==> config.mk <==
export PLATFORM = sky130hd
export DESIGN_NAME = clocked_video_rx
export DESIGN_NICKNAME = d
export VERILOG_FILES = /design/src/rtl/clocked_video_rx.sv
export SDC_FILE = /design/constraint.sdc
export NUM_CORES = 1
export LEC_CHECK = 0
export BUFFER_PORTS_ARGS = -buffer_cell sky130_fd_sc_hd__buf_2
export CAP_MARGIN = 20
export CORE_MARGIN = 2
export CORE_UTILIZATION = 45
export DETAILED_ROUTE_END_ITERATION = 8
export HOLD_SLACK_MARGIN = 0.06
export PLACE_DENSITY = 0.65
export SLEW_MARGIN = 20
export SYNTH_ARGS = -nofsm -noshare
export SYNTH_HDL_FRONTEND = slang
export SYNTH_SLANG_ARGS = --single-unit
==> constraint.sdc <==
create_clock -name clk -period 5.55 [get_ports clk]
set_input_delay 0.8325 -clock clk [delete_from_list [all_inputs] [get_ports clk]]
set_output_delay 0.8325 -clock clk [all_outputs]
set_load 0.05 [all_outputs]
==> src/rtl/clocked_video_rx.sv <==
// Clocked-video receiver: turns a pixel strobe stream with v_sync framing
// into Avalon-ST video packets (header word, pixels, EOP on the last pixel)
// through a show-ahead FIFO, and reports the geometry of the last good frame.
module clocked_video_rx #(
  parameter int unsigned DATA_W     = 32,
  parameter int unsigned FIFO_DEPTH = 16
) (
  input  logic              clk,
  input  logic              reset,
  input  logic [DATA_W-1:0] vid_data,
  input  logic              vid_datavalid,
  input  logic              vid_h_sync,
  input  logic              vid_v_sync,
  output logic [DATA_W-1:0] dout_data,
  output logic              dout_valid,
  input  logic              dout_ready,
  output logic              dout_startofpacket,
  output logic              dout_endofpacket,
  output logic              overflow,
  input  logic              clear_overflow,
  output logic [15:0]       frame_width,
  output logic [15:0]       frame_height
);

  localparam int unsigned AW = $clog2(FIFO_DEPTH);
  localparam int unsigned WW = DATA_W + 2;
  localparam logic [AW:0]   FULL_CNT = (AW+1)'(FIFO_DEPTH);
  localparam logic [AW:0]   CNT_ONE  = (AW+1)'(1);
  localparam logic [AW-1:0] PTR_ONE  = AW'(1);

  typedef enum logic [2:0] {IDLE, WAIT_ACTIVE, ACTIVE, DROP_EOP, DROP} state_t;

  state_t            state_q, state_d;
  logic              vsync_q, dv_q;
  logic              boundary, dv_fall;
  logic [DATA_W-1:0] hold_q;
  logic              load_hold;
  logic              push, push_ok, pop, full;
  logic [WW-1:0]     push_word;
  logic              latch_frame, ovf_set;
  logic [15:0]       pix_q, line_q, lastw_q;
  logic [WW-1:0]     mem_q [FIFO_DEPTH];
  logic [AW-1:0]     wr_q, rd_q;
  logic [AW:0]       cnt_q, cnt_d;
  logic              unused_hsync;

  // h_sync carries no information the receiver needs
  assign unused_hsync = vid_h_sync;

  function automatic logic [15:0] sat_inc(input logic [15:0] v);
    return (v == 16'hFFFF) ? v : v + 16'd1;
  endfunction

  assign boundary = vid_v_sync & ~vsync_q;
  assign dv_fall  = dv_q & ~vid_datavalid;

  // Edge-detect registers for v_sync and the pixel strobe
  always_ff @(posedge clk or posedge reset) begin
    if (reset) begin
      vsync_q <= 1'b0;
      dv_q    <= 1'b0;
    end else begin
      vsync_q <= vid_v_sync;
      dv_q    <= vid_datavalid;
    end
  end

  // State register
  always_ff @(posedge clk or posedge reset) begin
    if (reset) state_q <= IDLE;
    else       state_q <= state_d;
  end

  // Next-state logic
  always_comb begin
    state_d = state_q;
    unique case (state_q)
      IDLE:        if (boundary) state_d = WAIT_ACTIVE;
      WAIT_ACTIVE: if (vid_datavalid) state_d = full ? DROP : ACTIVE;
      ACTIVE: begin
        if (boundary)                   state_d = full ? DROP_EOP : WAIT_ACTIVE;
        else if (vid_datavalid && full) state_d = DROP_EOP;
      end
      DROP_EOP:    if (!full) state_d = DROP;
      DROP:        if (boundary) state_d = WAIT_ACTIVE;
      default:     state_d = IDLE;
    endcase
  end

  // Output logic: FIFO push request, hold-register load, flag events
  always_comb begin
    push        = 1'b0;
    push_word   = '0;
    load_hold   = 1'b0;
    latch_frame = 1'b0;
    ovf_set     = 1'b0;
    unique case (state_q)
      WAIT_ACTIVE: if (vid_datavalid) begin
        push      = 1'b1;
        push_word = {1'b1, 1'b0, {DATA_W{1'b0}}};
        load_hold = ~full;
        ovf_set   = full;
      end
      ACTIVE: begin
        if (boundary) begin
          push        = 1'b1;
          push_word   = {1'b0, 1'b1, hold_q};
          latch_frame = ~full;
          ovf_set     = full;
        end else if (vid_datavalid) begin
          push      = 1'b1;
          push_word = {1'b0, 1'b0, hold_q};
          load_hold = ~full;
          ovf_set   = full;
        end
      end
      DROP_EOP: begin
        push      = ~full;
        push_word = {1'b0, 1'b1, {DATA_W{1'b0}}};
      end
      default: ;
    endcase
  end

  // One-entry pixel hold so the final pixel can be tagged with EOP
  always_ff @(posedge clk or posedge reset) begin
    if (reset)          hold_q <= '0;
    else if (load_hold) hold_q <= vid_data;
  end

  // Sticky overflow; a new event beats a simultaneous clear
  always_ff @(posedge clk or posedge reset) begin
    if (reset)               overflow <= 1'b0;
    else if (ovf_set)        overflow <= 1'b1;
    else if (clear_overflow) overflow <= 1'b0;
  end

  // Pixel/line counters; lastw_q keeps the finished line's width because the
  // pixel count is already zero by the time the frame-ending v_sync arrives
  always_ff @(posedge clk or posedge reset) begin
    if (reset) begin
      pix_q   <= '0;
      line_q  <= '0;
      lastw_q <= '0;
    end else if (boundary) begin
      pix_q   <= '0;
      line_q  <= '0;
      lastw_q <= '0;
    end else if (vid_datavalid) begin
      pix_q <= sat_inc(pix_q);
    end else if (dv_fall) begin
      line_q  <= sat_inc(line_q);
      lastw_q <= pix_q;
      pix_q   <= '0;
    end
  end

  // Frame geometry, captured only when a complete frame is closed with EOP
  always_ff @(posedge clk or posedge reset) begin
    if (reset) begin
      frame_width  <= '0;
      frame_height <= '0;
    end else if (latch_frame) begin
      frame_width  <= dv_fall ? pix_q : lastw_q;
      frame_height <= dv_fall ? sat_inc(line_q) : line_q;
    end
  end

  assign full    = (cnt_q == FULL_CNT);
  assign push_ok = push & ~full;
  assign pop     = dout_valid & dout_ready;

  // FIFO occupancy next value
  always_comb begin
    cnt_d = cnt_q;
    if (push_ok && !pop)      cnt_d = cnt_q + CNT_ONE;
    else if (!push_ok && pop) cnt_d = cnt_q - CNT_ONE;
  end

  // FIFO pointers and occupancy
  always_ff @(posedge clk or posedge reset) begin
    if (reset) begin
      wr_q  <= '0;
      rd_q  <= '0;
      cnt_q <= '0;
    end else begin
      if (push_ok) wr_q <= wr_q + PTR_ONE;
      if (pop)     rd_q <= rd_q + PTR_ONE;
      cnt_q <= cnt_d;
    end
  end

  // FIFO storage
  always_ff @(posedge clk) begin
    if (push_ok) mem_q[wr_q] <= push_word;
  end

  assign dout_valid         = (cnt_q != '0);
  assign dout_data          = mem_q[rd_q][DATA_W-1:0];
  assign dout_startofpacket = dout_valid & mem_q[rd_q][DATA_W+1];
  assign dout_endofpacket   = dout_valid & mem_q[rd_q][DATA_W];

endmodule

==> flow_metrics.tcl, run 1 <==
set metrics [dict create \
    finalCritPeriodShare_pct 76.28 \
    seq_power_share_pct 40.9 \
    ys_seq_area_share_pct 73.76 \
    multiInputGateArea_sq_um 6738 \
    hold_ws_ns 0.2844 \
    cts_resized 0 \
    cp_num_buf_inv 2 \
    slowest_stage "dfrtp_4" \
    required_ns 4.72 \
    firstDrtPassIters 4 \
    synth-seq-cells 675 \
    powerDensity_nw_per_um2 530.6 \
    drc 0 \
    cts_made_buffers 71 \
    ant_nets 0 \
    cts_root_buffer "clkbuf_16" \
    status "completed" \
    p_sw_uw 5236 \
    startpoint_type "register" \
    critical_path_arrival_ns 3.40 \
    r2r-start "state_q[1]" \
    async_reset_ff_share_pct 19.41 \
    min_path_type "in2async" \
    min_period_ns 4.234 \
    critPathTopFamily "multiplexers" \
    post_cts_buffers 0 \
    cts_tree "done" \
    hpwl_microns 30670 \
    portBuffers 105 \
    syn_area_sq_um 26590 \
    grt_antenna_before_repair 5 \
    path_cells "buf_4 -> mux4_2 -> mux4_2 -> buf_2" \
    synth_edf_count 544 \
    vias 13030 \
    place_area_sq_um 28210 \
    slew_headroom_pct 37.21 \
    path_clk_slew_ns 0.06 \
    pwr-share-comb_pct 29.7 \
    clockBufferDepth 3 \
    core_area_sq_um 58690 \
    rows 89 \
    grt_overflow 0 \
    worst-slew-pin-transition_ns 0.9419 \
    grt_use_total_pct 18.93 \
    skew_ns 0.02274 \
    maxSlewViolCount 0 \
    stdcell_area_sq_um 30590 \
    final_hold_viol_count 0 \
    clock_insertion_delay_worst_skew_ns 0.61 \
    gp_congestion 0.7656 \
    die_h_microns 247.1 \
    layout_commonest_cell "edfxtp_1" \
    clock_sinks 675 \
    drt_iter0_drc 942 \
    die_w_microns 247.1 \
    synth.distinct_cells 64 \
    crit_fanout 42 \
    cts_max_level 3 \
    mostFrequentLayoutCells "544 x edfxtp_1, 170 x mux4_2, 127 x dfrtp_1" \
    synth_flop_cell "edfxtp_1" \
    r2r_slack_ns 2.23 \
    wl_per_cell_microns 24.27 \
    p_leak_uw 0.01078 \
    cpPeakStageDelay_ns 1.00 \
    avgViaCountPerCell 5.638 \
    syn_nets 1384 \
    rsz0062_at_grt "no" \
    die_area_sq_um 61050 \
    start_util_pct 45.31 \
    final_core_util_pct 52.12 \
    pwr-share-clk_pct 29.4 \
    synth_cells 1333 \
    wl_microns 56090 \
    grt_pass1_wl_microns 84570 \
    io_pins 107 \
    final-seq-area_sq_um 19620 \
    syn_to_final_growth_pct 15.02 \
    crit_top_cell "mux4_2" \
    grt_pass1_vias 13584 \
    drive_above_1_share_pct 31.49 \
    ir_drop_uv 454.2 \
    tns_ns 0 \
    timing.fmax_mhz 236.2 \
    stdcell_count 2311 \
    avgSynthCellArea_sq_um 19.95 \
    synth_warnings 0 \
    critPathKind "reg2out" \
    cts_hold_buffers 0 \
    max-cap-violations 0 \
    nFillCells 4564 \
    fin_nets 1533 \
    setup.worst_path.start "rd_q[0]" \
    grt_max_degree 61 \
    power.internal_uw 10990 \
    setup_viol 0 \
    netSwitchingFraction_pct 32.26 \
    end_kind "primary output" \
    dp_cells 2182 \
]
[cells in the mapped netlist (3+ instances only)]
cell | n | area (sq um)
o21a_1 | 5 | 37.54
a211oi_1 | 3 | 22.52
clkbuf_1 | 38 | 142.6
nor3_1 | 15 | 75.07
dfrtp_1 | 131 | 3278
xnor2_1 | 15 | 131.4
inv_1 | 9 | 33.78
nand2b_1 | 7 | 43.79
or3_1 | 4 | 25.02
nand4_1 | 12 | 75.07
or4_1 | 3 | 22.52
a21oi_1 | 15 | 75.07
buf_12 | 3 | 60.06
edfxtp_1 | 544 | 16340
nor2_1 | 66 | 247.7
mux4_2 | 170 | 3829
and3_1 | 3 | 18.77
mux2_4 | 30 | 450.4
nand3_1 | 10 | 50.05
xor2_1 | 8 | 70.07
mux2_2 | 4 | 45.04
mux2i_1 | 20 | 200.2
nand2_1 | 56 | 210.2
o21ai_0 | 40 | 200.2
buf_2 | 18 | 90.09
o31ai_1 | 4 | 30.03
and2_1 | 38 | 237.7
nor4_1 | 3 | 18.77
ha_1 | 11 | 137.6
buf_1 | 6 | 22.52
[registers in the layout, indices dropped and copies added, names as in the netlist]
signal        cells
lastw_q          16
state_q           3
cnt_q             5
hold_q           32
line_q           16
vsync_q           1
mem_q           544
frame_height     16
dv_q              1
wr_q              4
overflow          1
frame_width      16
pix_q            16
rd_q              4
[area by class of cell]
| class | count | area share [%] |
|---|---|---|
| multi-input cells | 580 | 22.03 |
| diodes | 1 | 0.008181 |
| inverters | 10 | 0.1391 |
| well taps | 773 | 3.162 |
| clock buffers | 99 | 6.435 |
| flip-flops and latches | 675 | 64.16 |
| repair buffers | 144 | 2.798 |
| clock inverters | 29 | 1.272 |
[logic make-up (layout without fill, tap and decap cells)]
family,Yosys count,in the layout,share of synthesized area (%)
AOI/OAI and AO/OA,90,90,2.169
muxes,224,224,17.01
DFF,675,675,73.76
and+or+nand+nor,231,231,4.291
other,0,1,0
buffers and inverters,78,282,1.416
adders and majority gates,12,12,0.5929
xor gates and xnor gates,23,23,0.7576
[metrics by stage]
stage	total power, uW	setup WS [ns]
after CTS	16450	1.206
after detailed placement	11660	1.709
after global routing	16880	1.115
after global placement	11570	1.738
after floorplan	10330	0.8356
final	16230	1.316
[worst paths after layout]
| kind | depth (start not counted) | end |
|---|---|---|
| setup reg to reg | 5 | mem_q[9][26] |
| setup / recovery | 4 | dout_data[10] |
| max in group asynchronous | 3 | rd_q[1] |
| hold / removal | 2 | hold_q[29] |
| hold reg to reg | 2 | frame_width[3] |
| min in group clk | 1 | vsync_q |
[worst register-to-register path, cell delays in order (launching register included)]
cell and delay, ns:
dfrtp_1 0.61, o21ai_1 0.23, a2111oi_4 0.74, nand2_1 0.40, nor2_4 0.69, buf_4 0.35
[routing by layer]
metal,vias to the layer above,GRT usage [%],routed length (microns)
met4,8,5.138,1205
met1,6928,25.25,23450
met5,-,0,47
met2,361,31.79,28520
li1,5646,-,-
met3,87,3.842,2866
[power groups by stage]
stage	registers (uW)	clock network (uW)	logic, uW
6_report	6640	4770	4810
3_3_place_gp	6730	0	4840
5_1_grt	6720	5050	5110
2_1_floorplan	6430	0	3900
4_1_cts	6660	4880	4910
3_5_place_dp	6760	0	4900
Note: power is estimated with default switching activity, not from simulation.
==> run 2: changes to the inputs <==
ABC_AREA = 1   (was not set)
clock period = 4.3 ns   (was 5.55 ns; I/O delays follow)
==> flow_metrics.tcl, run 2 <==
set metrics [dict create \
    tns_ns 0 \
    ys_seq_area_share_pct 70.90 \
    firstDrtPassIters 7 \
    cts_tree "done" \
    maxSlewViolCount 0 \
    top_regs "mem_q (544), hold_q (32)" \
    clockBufferDepth 3 \
    synth_fa_ha_area_share_pct 0.5699 \
    p_leak_uw 0.01144 \
    drt_iter0_drc 1739 \
    wl_per_cell_microns 20.75 \
    cts_max_level 3 \
    stdcell_area_sq_um 31130 \
    syn_to_final_growth_pct 12.53 \
    min_path_type "in2reg" \
    netSwitchingFraction_pct 40.24 \
    die_h_microns 251.9 \
    grt_pass1_wl_microns 101800 \
    drive_above_1_share_pct 12.06 \
    largest_register_ffs 544 \
    slew_headroom_pct 31.83 \
    synth_simple_gate_area_share_pct 12.56 \
    avgViaCountPerCell 5.651 \
    synth-seq-cells 675 \
    rsz0062_at_grt "no" \
    vias 18253 \
    drc 0 \
    synth_compound_area_share_pct 11.25 \
    yosysMostFrequentCell "edfxtp_1" \
    synth.distinct_cells 41 \
    synth_top_family_by_area "simple AND/OR/NAND/NOR gates" \
    synth_top_area_cell "edfxtp_1" \
    min_period_ns 3.710 \
    async_reset_ff_share_pct 19.41 \
    clock_sinks 675 \
    synth_warnings 0 \
    ant_nets 0 \
    hpwl_microns 36670 \
    clock_insertion_delay_worst_skew_ns 0.58 \
    required_ns 3.65 \
    finalCritPeriodShare_pct 86.28 \
    wl_microns 67040 \
    layout_commonest_cell "edfxtp_1" \
    io_pins 107 \
    startpoint_type "register" \
    synthXorXnorAreaFrac_pct 0.5066 \
    cts_made_buffers 67 \
    synth_edf_count 544 \
    worst-slew-pin-transition_ns 1.019 \
    path_clk_slew_ns 0.05 \
    cts_root_buffer "clkbuf_16" \
    critPathKind "reg2out" \
    finalPower_uw 22930 \
    status "completed" \
    die_area_sq_um 63470 \
    grt_use_total_pct 20.99 \
    syn_area_sq_um 27660 \
    end_kind "primary output" \
    cts_resized 0 \
    rows 90 \
    synth_cells 2323 \
    syn_nets 2374 \
    grt_pass1_vias 17648 \
    grt_overflow 0 \
    cts_hold_buffers 0 \
    core_area_sq_um 60580 \
    gp_congestion 0.8788 \
    nFillCells 5107 \
    regMostFlops "mem_q" \
    avgSynthCellArea_sq_um 11.91 \
    pwr-share-comb_pct 37.0 \
    seq_power_share_pct 38.4 \
    timing.fmax_mhz 269.5 \
    post_cts_buffers 0 \
    skew_ns 0.02165 \
    p_sw_uw 9229 \
    final_hold_viol_count 0 \
    synth_flop_cell "edfxtp_1" \
    max-cap-violations 0 \
    mostFrequentLayoutCells "544 x edfxtp_1, 406 x nor2_1, 293 x o21ai_0" \
    fin_nets 2448 \
    place_area_sq_um 28990 \
    synth_area_leaders "edfxtp_1 59%, dfrtp_1 12%, nor2_1 5.7%" \
    start_util_pct 45.66 \
    critical_path_arrival_ns 3.06 \
    muxShareOfSynthArea_pct 0.03618 \
    grt_max_degree 279 \
    ys_top_cells_by_count "544 x edfxtp_1, 422 x nor2_1, 293 x o21ai_0" \
    setup_viol 0 \
    powerDensity_nw_per_um2 736.6 \
    portBuffers 105 \
    ir_drop_uv 467.6 \
    grt_antenna_before_repair 8 \
    synth_top_area_share_pct 59.05 \
    power.internal_uw 13700 \
    die_w_microns 251.9 \
    pwr-share-clk_pct 24.7 \
    crit_fanout 105 \
]
[run 2: final cells by class]
class                           count  area, sq um  share of cell area (%)
Antenna cell                        2        5.005                 0.01608
Clock buffer                       85         1773                   5.695
Clock inverter                     33        329.1                   1.057
Inverter                          107        414.1                   1.330
Multi-Input combinational cell   1402         7017                   22.54
Sequential cell                   675        19630                   63.04
Tap cell                          782        978.4                   3.143
Timing Repair Buffer              144        988.4                   3.175
[run 2: worst max-delay path: stages, from the launching register on]
cell	delay, ns
dfrtp_4	0.93
buf_12	0.49
o21ai_0	0.22
o221ai_1	0.26
nand3_1	0.11
nand2_1	0.17
buf_2	0.29
[run 2: through the flow]
| step | utilization, % | hold WS, ns | setup slack (ns) | instances |
|---|---|---|---|---|
| 4_1_cts | 51.33 | 0.1649 | 0.5255 | 3227 |
| 6_report | 51.39 | 0.1989 | 0.5900 | 3230 |
| 3_3_place_gp | 47.86 | 0.4631 | 1.094 | 3109 |
| 5_1_grt | 51.38 | 0.1894 | 0.3981 | 3229 |
| 2_1_floorplan | - | 0.4801 | 0.1573 | 2323 |
| 3_5_place_dp | 47.86 | 0.4639 | 1.024 | 3109 |
[run 2: logic make-up after synthesis]
group | Yosys count
DFF | 675
adders and majority gates | 12
and+or+nand+nor | 842
AOI/OAI and AO/OA | 531
buffers and inverters | 246
xor gates and xnor gates | 16
muxes | 1
[run 2: worst paths after layout]
check | slack (ns) | cells after the start | start | to
max in group asynchronous | 3.24 | 3 | reset | state_q[2]
setup / recovery | 0.59 | 6 | rd_q[1] | dout_data[23]
hold reg to reg | 0.48 | 2 | frame_width[7] | frame_width[7]
hold / removal | 0.20 | 1 | vid_v_sync | vsync_q
setup reg to reg | 1.46 | 12 | cnt_q[1] | cnt_q[4]
min in group asynchronous | 0.21 | 2 | reset | hold_q[8]
[run 2: layer usage]
| metal | track usage [%] | wire length (microns) |
|---|---|---|
| met1 | 27.99 | 28170 |
| met2 | 34.92 | 32500 |
| met3 | 3.631 | 4509 |
| met4 | 7.168 | 1779 |
| met5 | 0 | 77 |
[run 2: power groups by stage]
stage / Sequential (uW) / Clock (uW) / Combinational, uW
4_1_cts: 8800 / 5760 / 8500
6_report: 8790 / 5650 / 8480
5_1_grt: 8880 / 5990 / 9230
3_5_place_dp: 8920 / 0 / 8480
3_3_place_gp: 8890 / 0 / 8270
2_1_floorplan: 9140 / 0 / 5790
==> run 3: changes to the inputs <==
--- a/config.mk
+++ b/config.mk
@@ -14,3 +14,3 @@
 export HOLD_SLACK_MARGIN = 0.06
-export PLACE_DENSITY = 0.65
+export PLACE_DENSITY = 0.67
 export SLEW_MARGIN = 20
==> constraint.sdc (replaced) <==
create_clock -name clk -period 3.1 [get_ports clk]
set_input_delay 0.465 -clock clk [delete_from_list [all_inputs] [get_ports clk]]
set_output_delay 0.465 -clock clk [all_outputs]
set_load 0.01 [all_outputs]
==> flow_metrics.tcl, run 3 (synthesis gave the netlist of run 2 again) <==
set metrics [dict create \
    nFillCells 5068 \
    wl_microns 70240 \
    drive_above_1_share_pct 13.87 \
    cts_root_buffer "clkbuf_16" \
    die_h_microns 251.9 \
    regMostFlops "mem_q" \
    gp_congestion 0.8731 \
    setup_viol 0 \
    final_hold_viol_count 0 \
    critPathKind "reg2out" \
    avgViaCountPerCell 5.690 \
    slowest_stage "dfrtp_4" \
    clock_insertion_delay_worst_skew_ns 0.61 \
    syn_to_final_growth_pct 14.82 \
    ir_drop_uv 735.8 \
    path_cells "inv_12 -> buf_16 -> nor2_1 -> nor2_1 -> o21ai_0 -> o211ai_1 -> o211ai_1 -> nand2_1 -> buf_2" \
    path_clk_slew_ns 0.06 \
    p_sw_uw 11110 \
    die_area_sq_um 63470 \
    portBuffers 105 \
    startpoint_type "register" \
    critical_path_arrival_ns 2.55 \
    vias 18656 \
    clockBufferDepth 3 \
    crit_fanout 60 \
    slew_headroom_pct 23.53 \
    io_pins 107 \
    maxSlewViolCount 0 \
    finalCritPeriodShare_pct 97.35 \
    pwr-share-comb_pct 33.9 \
    power.internal_uw 19580 \
    end_kind "primary output" \
    cp_num_buf_inv 3 \
    core_area_sq_um 60580 \
    max-cap-violations 0 \
    required_ns 2.63 \
    top_regs "mem_q (544), hold_q (32)" \
    netSwitchingFraction_pct 36.21 \
    cts_tree "done" \
    grt_antenna_before_repair 10 \
    cts_made_buffers 69 \
    grt_overflow 0 \
    clock_sinks 675 \
    hpwl_microns 39960 \
    largest_register_ffs 544 \
    wl_per_cell_microns 21.42 \
    powerDensity_nw_per_um2 966.2 \
    worst-slew-pin-transition_ns 1.143 \
    status "completed" \
    stdcell_area_sq_um 31760 \
    min_path_type "in2reg" \
    drt_iter0_drc 2005 \
    start_util_pct 45.66 \
    critPathTopFamily "buffers and inverters" \
    min_period_ns 3.018 \
    mostFrequentLayoutCells "544 x edfxtp_1, 397 x nor2_1, 293 x o21ai_0" \
    ant_nets 0 \
    cts_max_level 3 \
    fin_nets 2493 \
    layout_commonest_cell "edfxtp_1" \
    seq_power_share_pct 39.3 \
    grt_use_total_pct 22.04 \
    finalPower_uw 30690 \
    grt_max_degree 141 \
    die_w_microns 251.9 \
    firstDrtPassIters 5 \
    timing.fmax_mhz 331.4 \
    grt_pass1_wl_microns 106800 \
    rows 90 \
    p_leak_uw 0.01177 \
    multiInputGateArea_sq_um 7044 \
    grt_pass1_vias 18491 \
    pwr-share-clk_pct 26.8 \
    rsz0062_at_grt "yes" \
    place_area_sq_um 29270 \
    cpPeakStageDelay_ns 0.56 \
    final-seq-area_sq_um 19630 \
    drc 0 \
    skew_ns 0.02850 \
]
-- run 3: per-layer routing --
| layer | routed length (microns) | global-route usage (%) | part of all wire, % | vias to the layer above |
|---|---|---|---|---|
| li1 | - | - | - | 8572 |
| met1 | 28320 | 30.10 | 40 | 9097 |
| met2 | 32800 | 35.03 | 47 | 816 |
| met3 | 6704 | 4.426 | 9.5 | 157 |
| met4 | 2327 | 8.352 | 3.3 | 14 |
| met5 | 88 | 0 | 0.13 | - |
-- run 3: cell type report --
| type | instances | area share, % |
|---|---|---|
| tap | 782 | 3.080 |
| inverter | 107 | 1.331 |
| timing repair buffer | 187 | 4.518 |
| sequential | 675 | 61.79 |
| antenna | 3 | 0.02364 |
| clock inverter | 27 | 0.8115 |
| clock buffer | 96 | 6.267 |
| multi-input combinational | 1402 | 22.18 |
-- run 3: per-stage QoR --
step	setup TNS, ns	hold WS, ns	cells	util (%)	worst slack [ns]
CTS	0	0.06310	3270	52.14	0.04112
detailed placement	0	0.4600	3145	48.32	0.2693
global placement	0	0.4591	3145	48.32	0.3023
finish	0	0.09779	3279	52.43	0.08219
global route	-0.08375	0.07811	3278	52.42	-0.04379
floorplan	0	0.4801	2323	-	0.02678
-- run 3: worst paths after layout --
check / cells past startpoint / start / slack [ns] / endpoint
worst max-delay path: 9 / rd_q[0] / 0.08 / dout_data[25]
worst min-delay path: 2 / clear_overflow / 0.1 / overflow
worst max register to register: 18 / state_q[2] / 0.25 / cnt_q[4]
worst min register to register: 2 / frame_height[1] / 0.48 / frame_height[1]
max in group asynchronous: 5 / reset / 1.94 / frame_height[14]
min in group asynchronous: 3 / reset / 0.39 / hold_q[17]
-- run 3: worst reg2reg max path, delay by kind of cell, from the launching register on --
kind | cells | cell delay, ns
simple gates | 7 | 0.61
fa+ha+maj | 2 | 0.60
compound gates | 5 | 0.76
flops | 1 | 0.38
buf+inv | 4 | 0.40
-- run 3: power by group through the flow --
| stage | registers (uW) | clock network (uW) | logic, uW |
|---|---|---|---|
| 6_report | 12100 | 8210 | 10400 |
| 5_1_grt | 12200 | 8720 | 11400 |
| 4_1_cts | 12100 | 8340 | 10200 |
| 3_5_place_dp | 12200 | 0 | 10000 |
| 3_3_place_gp | 12200 | 0 | 9710 |
| 2_1_floorplan | 12200 | 0 | 6540 |
-- run 3: timing repair --
action                                  4_1_cts  5_1_grt
cloned                                        1        2
hold endpoints to repair                      1       11
endpoints found under the setup margin       13       22
setup buffers                                 0        1
pin swaps                                     0        0
hold buffers                                  1        1
resized for setup                             5       10
